**src/rtl/local_inject_sched_if.sv**
```systemverilog
// Requester-side and router-local-port bundle for local_inject_sched.
// master = requesters + router (drives flits and credit returns); slave = scheduler.
interface local_inject_sched_if #(
    parameter int NUM_REQ = 4,
    parameter int VC_NUM  = 2,
    parameter int FLIT_W  = 32
) ();
    logic [NUM_REQ-1:0]        req_valid;
    logic [NUM_REQ*FLIT_W-1:0] req_flit;
    logic [NUM_REQ-1:0]        req_ready;
    logic [FLIT_W-1:0]         local_tx;
    logic [VC_NUM-1:0]         local_vc_write_tx;
    logic [VC_NUM-1:0]         local_incr_rx_vec;
    logic                      err_credit;
    logic                      err_proto;

    modport master (
        output req_valid, req_flit, local_incr_rx_vec,
        input  req_ready, local_tx, local_vc_write_tx, err_credit, err_proto
    );

    modport slave (
        input  req_valid, req_flit, local_incr_rx_vec,
        output req_ready, local_tx, local_vc_write_tx, err_credit, err_proto
    );
endinterface

```
**src/rtl/local_inject_sched.sv**
```systemverilog
// Round-robin packet scheduler: NUM_REQ requesters share one credit-flow-controlled router local port.
// Latency 1 cycle accept->local_tx; req_ready follows registered credits, whole packets are never interleaved.
module local_inject_sched #(
    parameter int NUM_REQ  = 4,
    parameter int VC_NUM   = 2,
    parameter int VC_DEPTH = 4,
    parameter int FLIT_W   = 32
) (
    input logic                 clk,
    input logic                 rst,
    local_inject_sched_if.slave bus
);
    localparam int IDX_W = (NUM_REQ > 1) ? $clog2(NUM_REQ) : 1;
    localparam int VC_W  = (VC_NUM > 1) ? $clog2(VC_NUM) : 1;
    localparam int CRD_W = $clog2(VC_DEPTH + 1);
    localparam logic [CRD_W-1:0] CRD_MAX = CRD_W'(VC_DEPTH);

    localparam logic [1:0] FT_HEAD   = 2'b01;
    localparam logic [1:0] FT_BODY   = 2'b00;
    localparam logic [1:0] FT_TAIL   = 2'b10;
    localparam logic [1:0] FT_SINGLE = 2'b11;

    typedef enum logic {IDLE, SEND} state_t;

    state_t             state_q, state_d;
    logic [IDX_W-1:0]   owner_q, owner_d;
    logic [IDX_W-1:0]   rr_ptr_q, rr_ptr_d;
    logic [VC_W-1:0]    vc_q, vc_d;
    logic [CRD_W-1:0]   credit_q [VC_NUM];
    logic [CRD_W-1:0]   credit_d [VC_NUM];
    logic               credit_ovf;

    logic               win_found;
    logic [IDX_W-1:0]   win_idx;
    logic [IDX_W-1:0]   scan_idx;
    logic               free_found;
    logic [VC_W-1:0]    free_vc;

    logic [IDX_W-1:0]   sel;
    logic [FLIT_W-1:0]  sel_flit;
    logic [1:0]         ftype;
    logic [NUM_REQ-1:0] ready;
    logic               fwd;
    logic [VC_W-1:0]    fwd_vc;
    logic [VC_NUM-1:0]  wr_vec;
    logic               proto_err;

    logic [FLIT_W-1:0]  local_tx_q;
    logic [VC_NUM-1:0]  vc_write_q;
    logic               err_credit_q;
    logic               err_proto_q;

    function automatic logic [IDX_W-1:0] next_idx(input logic [IDX_W-1:0] i);
        return (int'(i) == NUM_REQ - 1) ? '0 : i + IDX_W'(1);
    endfunction

    // First valid requester at or after rr_ptr, wrapping.
    always_comb begin
        win_found = 1'b0;
        win_idx   = rr_ptr_q;
        scan_idx  = rr_ptr_q;
        for (int k = 0; k < NUM_REQ; k++) begin
            if (!win_found && bus.req_valid[scan_idx]) begin
                win_found = 1'b1;
                win_idx   = scan_idx;
            end
            scan_idx = next_idx(scan_idx);
        end
    end

    always_comb begin
        free_found = 1'b0;
        free_vc    = '0;
        for (int v = VC_NUM - 1; v >= 0; v--) begin
            if (credit_q[v] != '0) begin
                free_found = 1'b1;
                free_vc    = VC_W'(v);
            end
        end
    end

    always_comb begin
        state_d   = state_q;
        owner_d   = owner_q;
        vc_d      = vc_q;
        rr_ptr_d  = rr_ptr_q;
        ready     = '0;
        fwd       = 1'b0;
        fwd_vc    = vc_q;
        proto_err = 1'b0;
        sel       = (state_q == IDLE) ? win_idx : owner_q;
        sel_flit  = bus.req_flit[int'(sel)*FLIT_W +: FLIT_W];
        ftype     = sel_flit[FLIT_W-1 -: 2];

        case (state_q)
            IDLE: begin
                if (win_found && free_found) begin
                    ready[win_idx] = 1'b1;
                    case (ftype)
                        FT_HEAD: begin
                            fwd     = 1'b1;
                            fwd_vc  = free_vc;
                            owner_d = win_idx;
                            vc_d    = free_vc;
                            state_d = SEND;
                        end
                        FT_SINGLE: begin
                            fwd      = 1'b1;
                            fwd_vc   = free_vc;
                            rr_ptr_d = next_idx(win_idx);
                        end
                        FT_BODY, FT_TAIL: proto_err = 1'b1;
                    endcase
                end
            end
            SEND: begin
                ready[owner_q] = (credit_q[vc_q] != '0);
                if (ready[owner_q] && bus.req_valid[owner_q]) begin
                    fwd    = 1'b1;
                    fwd_vc = vc_q;
                    if (ftype == FT_TAIL) begin
                        state_d  = IDLE;
                        rr_ptr_d = next_idx(owner_q);
                    end
                end
            end
            default: state_d = IDLE;
        endcase
    end

    assign wr_vec = fwd ? (VC_NUM'(1) << fwd_vc) : '0;

    // A write and a return in the same cycle cancel; a return into a full counter is an overflow.
    always_comb begin
        credit_ovf = 1'b0;
        for (int v = 0; v < VC_NUM; v++) begin
            credit_d[v] = credit_q[v];
            if (wr_vec[v] && !bus.local_incr_rx_vec[v]) begin
                credit_d[v] = credit_q[v] - CRD_W'(1);
            end else if (!wr_vec[v] && bus.local_incr_rx_vec[v]) begin
                if (credit_q[v] == CRD_MAX) begin
                    credit_ovf = 1'b1;
                end else begin
                    credit_d[v] = credit_q[v] + CRD_W'(1);
                end
            end
        end
    end

    always_ff @(posedge clk or negedge rst) begin
        if (!rst) begin
            state_q      <= IDLE;
            owner_q      <= '0;
            rr_ptr_q     <= '0;
            vc_q         <= '0;
            local_tx_q   <= '0;
            vc_write_q   <= '0;
            err_credit_q <= 1'b0;
            err_proto_q  <= 1'b0;
            for (int v = 0; v < VC_NUM; v++) begin
                credit_q[v] <= CRD_MAX;
            end
        end else begin
            state_q    <= state_d;
            owner_q    <= owner_d;
            rr_ptr_q   <= rr_ptr_d;
            vc_q       <= vc_d;
            vc_write_q <= wr_vec;
            if (fwd) begin
                local_tx_q <= sel_flit;
            end
            if (credit_ovf) begin
                err_credit_q <= 1'b1;
            end
            if (proto_err) begin
                err_proto_q <= 1'b1;
            end
            for (int v = 0; v < VC_NUM; v++) begin
                credit_q[v] <= credit_d[v];
            end
        end
    end

    // Grants are held off while reset is low even though state is already at its reset value.
    assign bus.req_ready         = rst ? ready : '0;
    assign bus.local_tx          = local_tx_q;
    assign bus.local_vc_write_tx = vc_write_q;
    assign bus.err_credit        = err_credit_q;
    assign bus.err_proto         = err_proto_q;
endmodule

```
**src/flat_wrapper.sv**
```systemverilog
// flat-port wrapper written by rule: the top's interface ports become plain ports
module local_inject_sched_flat 
#(
    parameter int NUM_REQ  = 4,
    parameter int VC_NUM   = 2,
    parameter int VC_DEPTH = 4,
    parameter int FLIT_W   = 32
)
  (clk, rst, bus_req_valid, bus_req_flit, bus_local_incr_rx_vec, bus_req_ready, bus_local_tx, bus_local_vc_write_tx, bus_err_credit, bus_err_proto);
  local_inject_sched_if #(.NUM_REQ(NUM_REQ), .VC_NUM(VC_NUM), .FLIT_W(FLIT_W)) bus_i ();
  input logic clk;
  input logic rst;
  input wire logic [$bits(bus_i.req_valid)-1:0] bus_req_valid;
  input wire logic [$bits(bus_i.req_flit)-1:0] bus_req_flit;
  input wire logic [$bits(bus_i.local_incr_rx_vec)-1:0] bus_local_incr_rx_vec;
  output wire logic [$bits(bus_i.req_ready)-1:0] bus_req_ready;
  output wire logic [$bits(bus_i.local_tx)-1:0] bus_local_tx;
  output wire logic [$bits(bus_i.local_vc_write_tx)-1:0] bus_local_vc_write_tx;
  output wire logic [$bits(bus_i.err_credit)-1:0] bus_err_credit;
  output wire logic [$bits(bus_i.err_proto)-1:0] bus_err_proto;
  assign bus_i.req_valid = bus_req_valid;
  assign bus_i.req_flit = bus_req_flit;
  assign bus_i.local_incr_rx_vec = bus_local_incr_rx_vec;
  assign bus_req_ready = bus_i.req_ready;
  assign bus_local_tx = bus_i.local_tx;
  assign bus_local_vc_write_tx = bus_i.local_vc_write_tx;
  assign bus_err_credit = bus_i.err_credit;
  assign bus_err_proto = bus_i.err_proto;
  local_inject_sched #(.NUM_REQ(NUM_REQ), .VC_NUM(VC_NUM), .VC_DEPTH(VC_DEPTH), .FLIT_W(FLIT_W)) u_core (.clk(clk), .rst(rst), .bus(bus_i));
endmodule
```
**config.mk**
```make
export PLATFORM = sky130hd
export DESIGN_NAME = local_inject_sched_flat
export DESIGN_NICKNAME = d
export VERILOG_FILES = /design/src/rtl/local_inject_sched_if.sv /design/src/rtl/local_inject_sched.sv /design/src/flat_wrapper.sv
export SDC_FILE = /design/constraint.sdc
export NUM_CORES = 1
export LEC_CHECK = 0
export ABC_AREA = 1
export CORE_UTILIZATION = 32
export CTS_CLUSTER_DIAMETER = 200
export DETAILED_ROUTE_END_ITERATION = 7
export MAX_ROUTING_LAYER = met4
export PLACE_DENSITY = 0.75
export SKIP_CTS_REPAIR_TIMING = 1
export SYNTH_ARGS = -nofsm -noshare
export SYNTH_HDL_FRONTEND = slang
export SYNTH_SLANG_ARGS = --single-unit
```
**constraint.sdc**
```tcl
create_clock -name clk -period 3.6 [get_ports clk]
set_input_delay 0.72 -clock clk [delete_from_list [all_inputs] [get_ports clk]]
set_output_delay 0.72 -clock clk [all_outputs]
set_load 0.01 [all_outputs]
```
Word-level counts from Yosys, hierarchy flattened
Cells that the tools add are included.

storage, ports and cells
  memories kept = 0
  memory bits (read-only) = 0
  input bits = 136
  register bits after elaboration = 48
  output and inout port bits = 40
  latch bits = 0
  bits in writable memories = 0

cells by class
  reduce and logical (&&, ||, !) cells = 30
  $mul = 0
  equality and inequality tests = 16
  shift operators = 2
  divide/modulo/power cells = 0
  order comparisons = 9
  bitwise operators = 3
  add/sub/neg operators = 9
  mux-type cells = 71

operators by type and width
  kind                 count
  $shiftx 128x8->32    1
  $mux 1               33
  $mux 2               14
  $mux 3               9
  $lt 2x3->1 const B   6
  $bmux 1 s2           6
  $eq 2x1->1 const B   6
  $logic_and 1x1->1    11
  $add 2x1->2 const B  5
  $reduce_bool 3->1    3
  $mux 4               2
  $ne 2x2->1 const B   4
  $pmux 4 s2           1
  $logic_not 1->1      7
  $add 3x1->3 const B  2
  $eq 3x3->1 const B   2
  $pmux 1 s2           3
  $sub 3x1->3 const B  2
  $and 4x4->4          1
  $demux 1 s2          2
  $eq 2x2->1 const B   2
  $ge 2x1->1 const B   2
  $ne 2x1->1 const B   2
  $pmux 2 s2           1
  other kinds (10)     13

Depth between registers and ports, before layout
  depth in word-level cells = 28
  depth in mapped cells = 26

Least setup slack after synthesis
No wires, ideal clock.

  kind = flip-flop to flip-flop
  start point = reg u_core.rr_ptr_q[0]
  end point = reg u_core.credit_q[5] (netlist bit)
  cell stages (with the launch flop) = 25
  setup time = 0.075 ns
  path slack = 0.193 ns
  data required time = 3.525 ns
  arrival time = 3.331 ns
  path through = dfrtp_1 -> ha_1 -> inv_1 -> nand2_1 -> nand2_1 -> nand2_1 -> nand2_2 -> nor2_4 -> nand2_1 -> nand3_2 -> nand3_2 -> nand2_2 -> buf_6 -> nand2_4 -> nand3_4 -> nand3_4 -> nand2_1 -> nand2_1 -> inv_1 -> nor2_2 -> ha_1 -> fa_1 -> or2_2 -> nand3_1 -> xnor2_1

between the ends
  word-level cells in the longest chain between the ends = 25

ends and longest elaborated chain
  item                                                  line                       RTL
  start, declared                                       local_inject_sched.sv:27   logic [IDX_W-1:0] rr_ptr_q, rr_ptr_d;
  start signal, assigned                                local_inject_sched.sv:166  rr_ptr_q <= rr_ptr_d;
  branches (longest 20 deep; another with $add 2x1->2)  n/a
  $mux 2 *                                              local_inject_sched.sv:131  assign wr_vec = fwd ? (VC_NUM'(1) << fwd_vc) : '0;
  named net u_core.wr_vec[0]                            local_inject_sched.sv:45   logic [VC_NUM-1:0] wr_vec;
  $logic_not 1->1                                       local_inject_sched.sv:140  end else if (!wr_vec[v] && bus.local_incr_rx_vec[v]) begin
  $logic_and 1x1->1                                     local_inject_sched.sv:140
  $reduce_bool 2->1 (no line)                           n/a
  $reduce_and 2->1 (no line)                            n/a
  end signal, assigned by index                         local_inject_sched.sv:179  credit_q[v] <= credit_d[v];
  end, declared                                         local_inject_sched.sv:29   logic [CRD_W-1:0] credit_q [VC_NUM];

Mark *: on every way through the listed nets, which the timed path passes. The select of a mux whose other input is x is not followed.
A chain may end at the register's enable or synchronous reset.

Worst setup path after layout
Ends and elaborated chain as after synthesis.

==> impl_results.md <==
* Placed instance area at approximately 5600 sq um
* Cell row count at 38
* Initial DRC Count at ~200
* Largest area contributor in the netlist: dfrtp_1
* Tot Pwr at 6.23 mW
* Vias in the first global route at a little under 4k
* Vias per cell at 4.91
* Synth top area cells: dfrtp_1, nand2_1, o21ai_0
* Slew margin rel. at 0.585
* Root Buffer: clkbuf_8
* Worst Tran Pin Value at just over 0.6 ns
* Synth top area share at 0.319
* GRT overflow at 0
* Top-level I/O count at roughly 180
* Sink Count at between 40 and 50
* Worst Path Required at about 3.8 ns
* Num CTS Buffers at 5
* GRT Overall Usage at 0.205
* Core area at between 10,000 and 15,000 sq um
* Synth cell count leaders: nand2_1, nor2_1, o21ai_0, dfrtp_1, inv_1
* Sequential fraction of the synthesis area at 0.334
* Top Family by Delay on Critical Path: simple AND/OR/NAND/NOR gates
* MaxCap Viol Count at 0
* H-tree depth at 2
* Routed via count at around 4.2k
* Area grow syn2layout at 61.0%
* IR drop worst, VDD at ~0.7 mV
* WL per Instance at approximately 14 microns
* Most common cell in the synthesized netlist: nand2_1
* First-pass GRT wire length at 18,400 microns
* Syn Area/Cell at 6.69 sq um
* RePlAce Congestion at between 0.8 and 0.9
* Status: finished, final reports clean
* Max Root-Sink Buffers at 2
* Yosys cell types at 34
* Final hold violations at 0
* Layout cells sized above 1 at 0.114
* Post-route ant nets at 0
* Clock Skew at 0.0104 ns
* Initial core utilization at 0.331
* Critical path type: reg -> reg
* Cells after Synth at roughly 540
* Fin worst setup slack at 0.180 ns
* CP Capture Type: register
* Nets at a little under 900
* Syn Nets at 690
* CP Cell Sequence: ha_4 > inv_2 > nand2_1 > nand2_1 > nand2_1 > nand2_2 > nor2_4 > nand2_1 > nand3_2 > nand3_4 > nand2_4 > nand2_2 > nand3_4 > nand3_4 > nand2_1 > nand2_2 > inv_1 > nor2_2 > ha_1 > fa_1 > or2_2 > nand3_1 > xnor2_1
* Crit-path most repeated cell: nand2_1
* F_max at ~290 MHz
* TritonCTS clock tree: built
* Leak at 2.74 nW
* Power Density at around 1100 nW/um^2
* Clock Latency Late Sink at ~0.3 ns
* Final slew viol count at 0
* Detailed Route WL at 12,200 microns
* Initial antenna violation count at 0
* Crit-path max cell delay at between 0.4 and 0.5 ns
* Final core occ at 0.533
* Post-synth EDFFs at 0
* Tmin final at between 3 and 4 ns
* Synth Register Bits at 48
* Die H at around 110 microns
* Final cycle utilization of the critical path at 0.950
* # DRC at 0
* Cell Area, Synth at approximately 3600 sq um
* Critical Path Fanout Max at 5
* Clock-pin transition on the worst setup and hold timing paths at roughly 0.10 ns
* Ys Warns at 0
* Die X at ~110 microns
* CP Buf/Inv Count at 2
* Antenna Cells at 0
* CP max-delay cell: dfrtp_1
* Startpoint Class: register
* Critical path arrival at between 3 and 4 ns
* Ys async rst share at 1.00
* Fin area at 5800 sq um
* Die ar. at between 10,000 and 15,000 sq um
* Largest net degree at the start of global routing at between 40 and 50
* Ys flop type: dfrtp_1
* Worst slack, placed at -0.314 ns
* Hpwl dp at 9040 microns
* Hold WC Path Type: reg -> reg
* IO Port Bufs at 175
* Drt pass-1 iters at 5
* Number of endpoints failing setup at the final stage at 0
## cell usage in the layout, fill, tap and decap left out, drive strengths merged, types with 3 or more instances in the layout
cell,instances
nand3,34
o22ai,30
nand4,3
o21ai,69
xor2,3
nand2,185
a21oi,5
dlymetal6s2s,7
or2,3
nor2,72
dfrtp,46
ha,13
inv,39
clkdlybuf4s50,166
clkbuf,7
buf,30
## cell type report
| type | instances | area, sq um |
|---|---|---|
| inverter | 39 | 149 |
| fill | 1052 | 5080 |
| multi-input combinational | 426 | 2180 |
| clock buffer | 6 | 82.6 |
| clock inverter | 2 | 38.8 |
| sequential | 48 | 1200 |
| tap | 140 | 175 |
| timing repair buffer | 204 | 1980 |
## report_power, final
part | switching [mW] | internal, mW | total [mW] | leakage [nW]
combinational | 2.85 | 1.95 | 4.80 | 2.09
sequential | 0.177 | 0.839 | 1.02 | 0.584
clock | 0.191 | 0.227 | 0.418 | 0.0614
## stage by stage
step	setup TNS, ns	std cells	hold WS [ns]
after floorplan	0	539	0.424
after global placement	-1.11	855	0.453
after detailed placement	-1.79	855	0.460
after CTS	-0.828	863	0.483
after global routing	-0.0765	865	0.503
final	0	865	0.474
## worst reg2reg max path: cells and delay by family, from the launching register on
kind          cells  cell delay, ns
xor+xnor          1            0.12
fa+ha+maj         3            0.92
buf+inv           2            0.12
flops             1            0.42
simple gates     17            1.78
## state kept, by name (all words and copies together) (netlist names)
register	flops
u_core.credit_q	6
u_core.vc_q	1
u_core.bus.local_vc_write_tx	2
u_core.bus.err_proto	1
u_core.rr_ptr_q	2
u_core.state_q	1
u_core.bus.err_credit	1
u_core.owner_q	2
u_core.bus.local_tx	32
## kinds of logic after synthesis
logic type	synth area share
AOI/OAI and AO/OA	0.164
xor gates and xnor gates	0.00972
adders and majority gates	0.0562
buffers and inverters	0.0830
DFF	0.334
muxes	0.00312
and+or+nand+nor	0.350
## per-layer routing
metal | vias to the layer above | track usage | wire, microns
met5 | - | - | 0
met4 | 0 | 0.0489 | 188
met3 | 18 | 0.0434 | 939
met2 | 147 | 0.376 | 6080
met1 | 1957 | 0.224 | 4970
li1 | 2125 | - | -
## final timing paths
path	from	endpoint	slack, ns	cells after the start
max in group asynchronous	rst	u_core.rr_ptr_q[1]$_DFFE_PN0P_	2.56	2
min reg2reg	u_core.bus.local_tx[16]$_DFFE_PN0N_	u_core.bus.local_tx[16]$_DFFE_PN0N_	0.47	2
max reg2reg	u_core.rr_ptr_q[0]$_DFFE_PN0P_	u_core.credit_q[5]$_DFFE_PN1P_	0.18	23
min in group asynchronous	rst	u_core.credit_q[3]$_DFFE_PN0P_	0.59	2
max	u_core.rr_ptr_q[0]$_DFFE_PN0P_	u_core.credit_q[5]$_DFFE_PN1P_	0.18	23
min	u_core.bus.local_tx[16]$_DFFE_PN0N_	u_core.bus.local_tx[16]$_DFFE_PN0N_	0.47	2
Note: power is estimated with default switching activity, not from simulation.
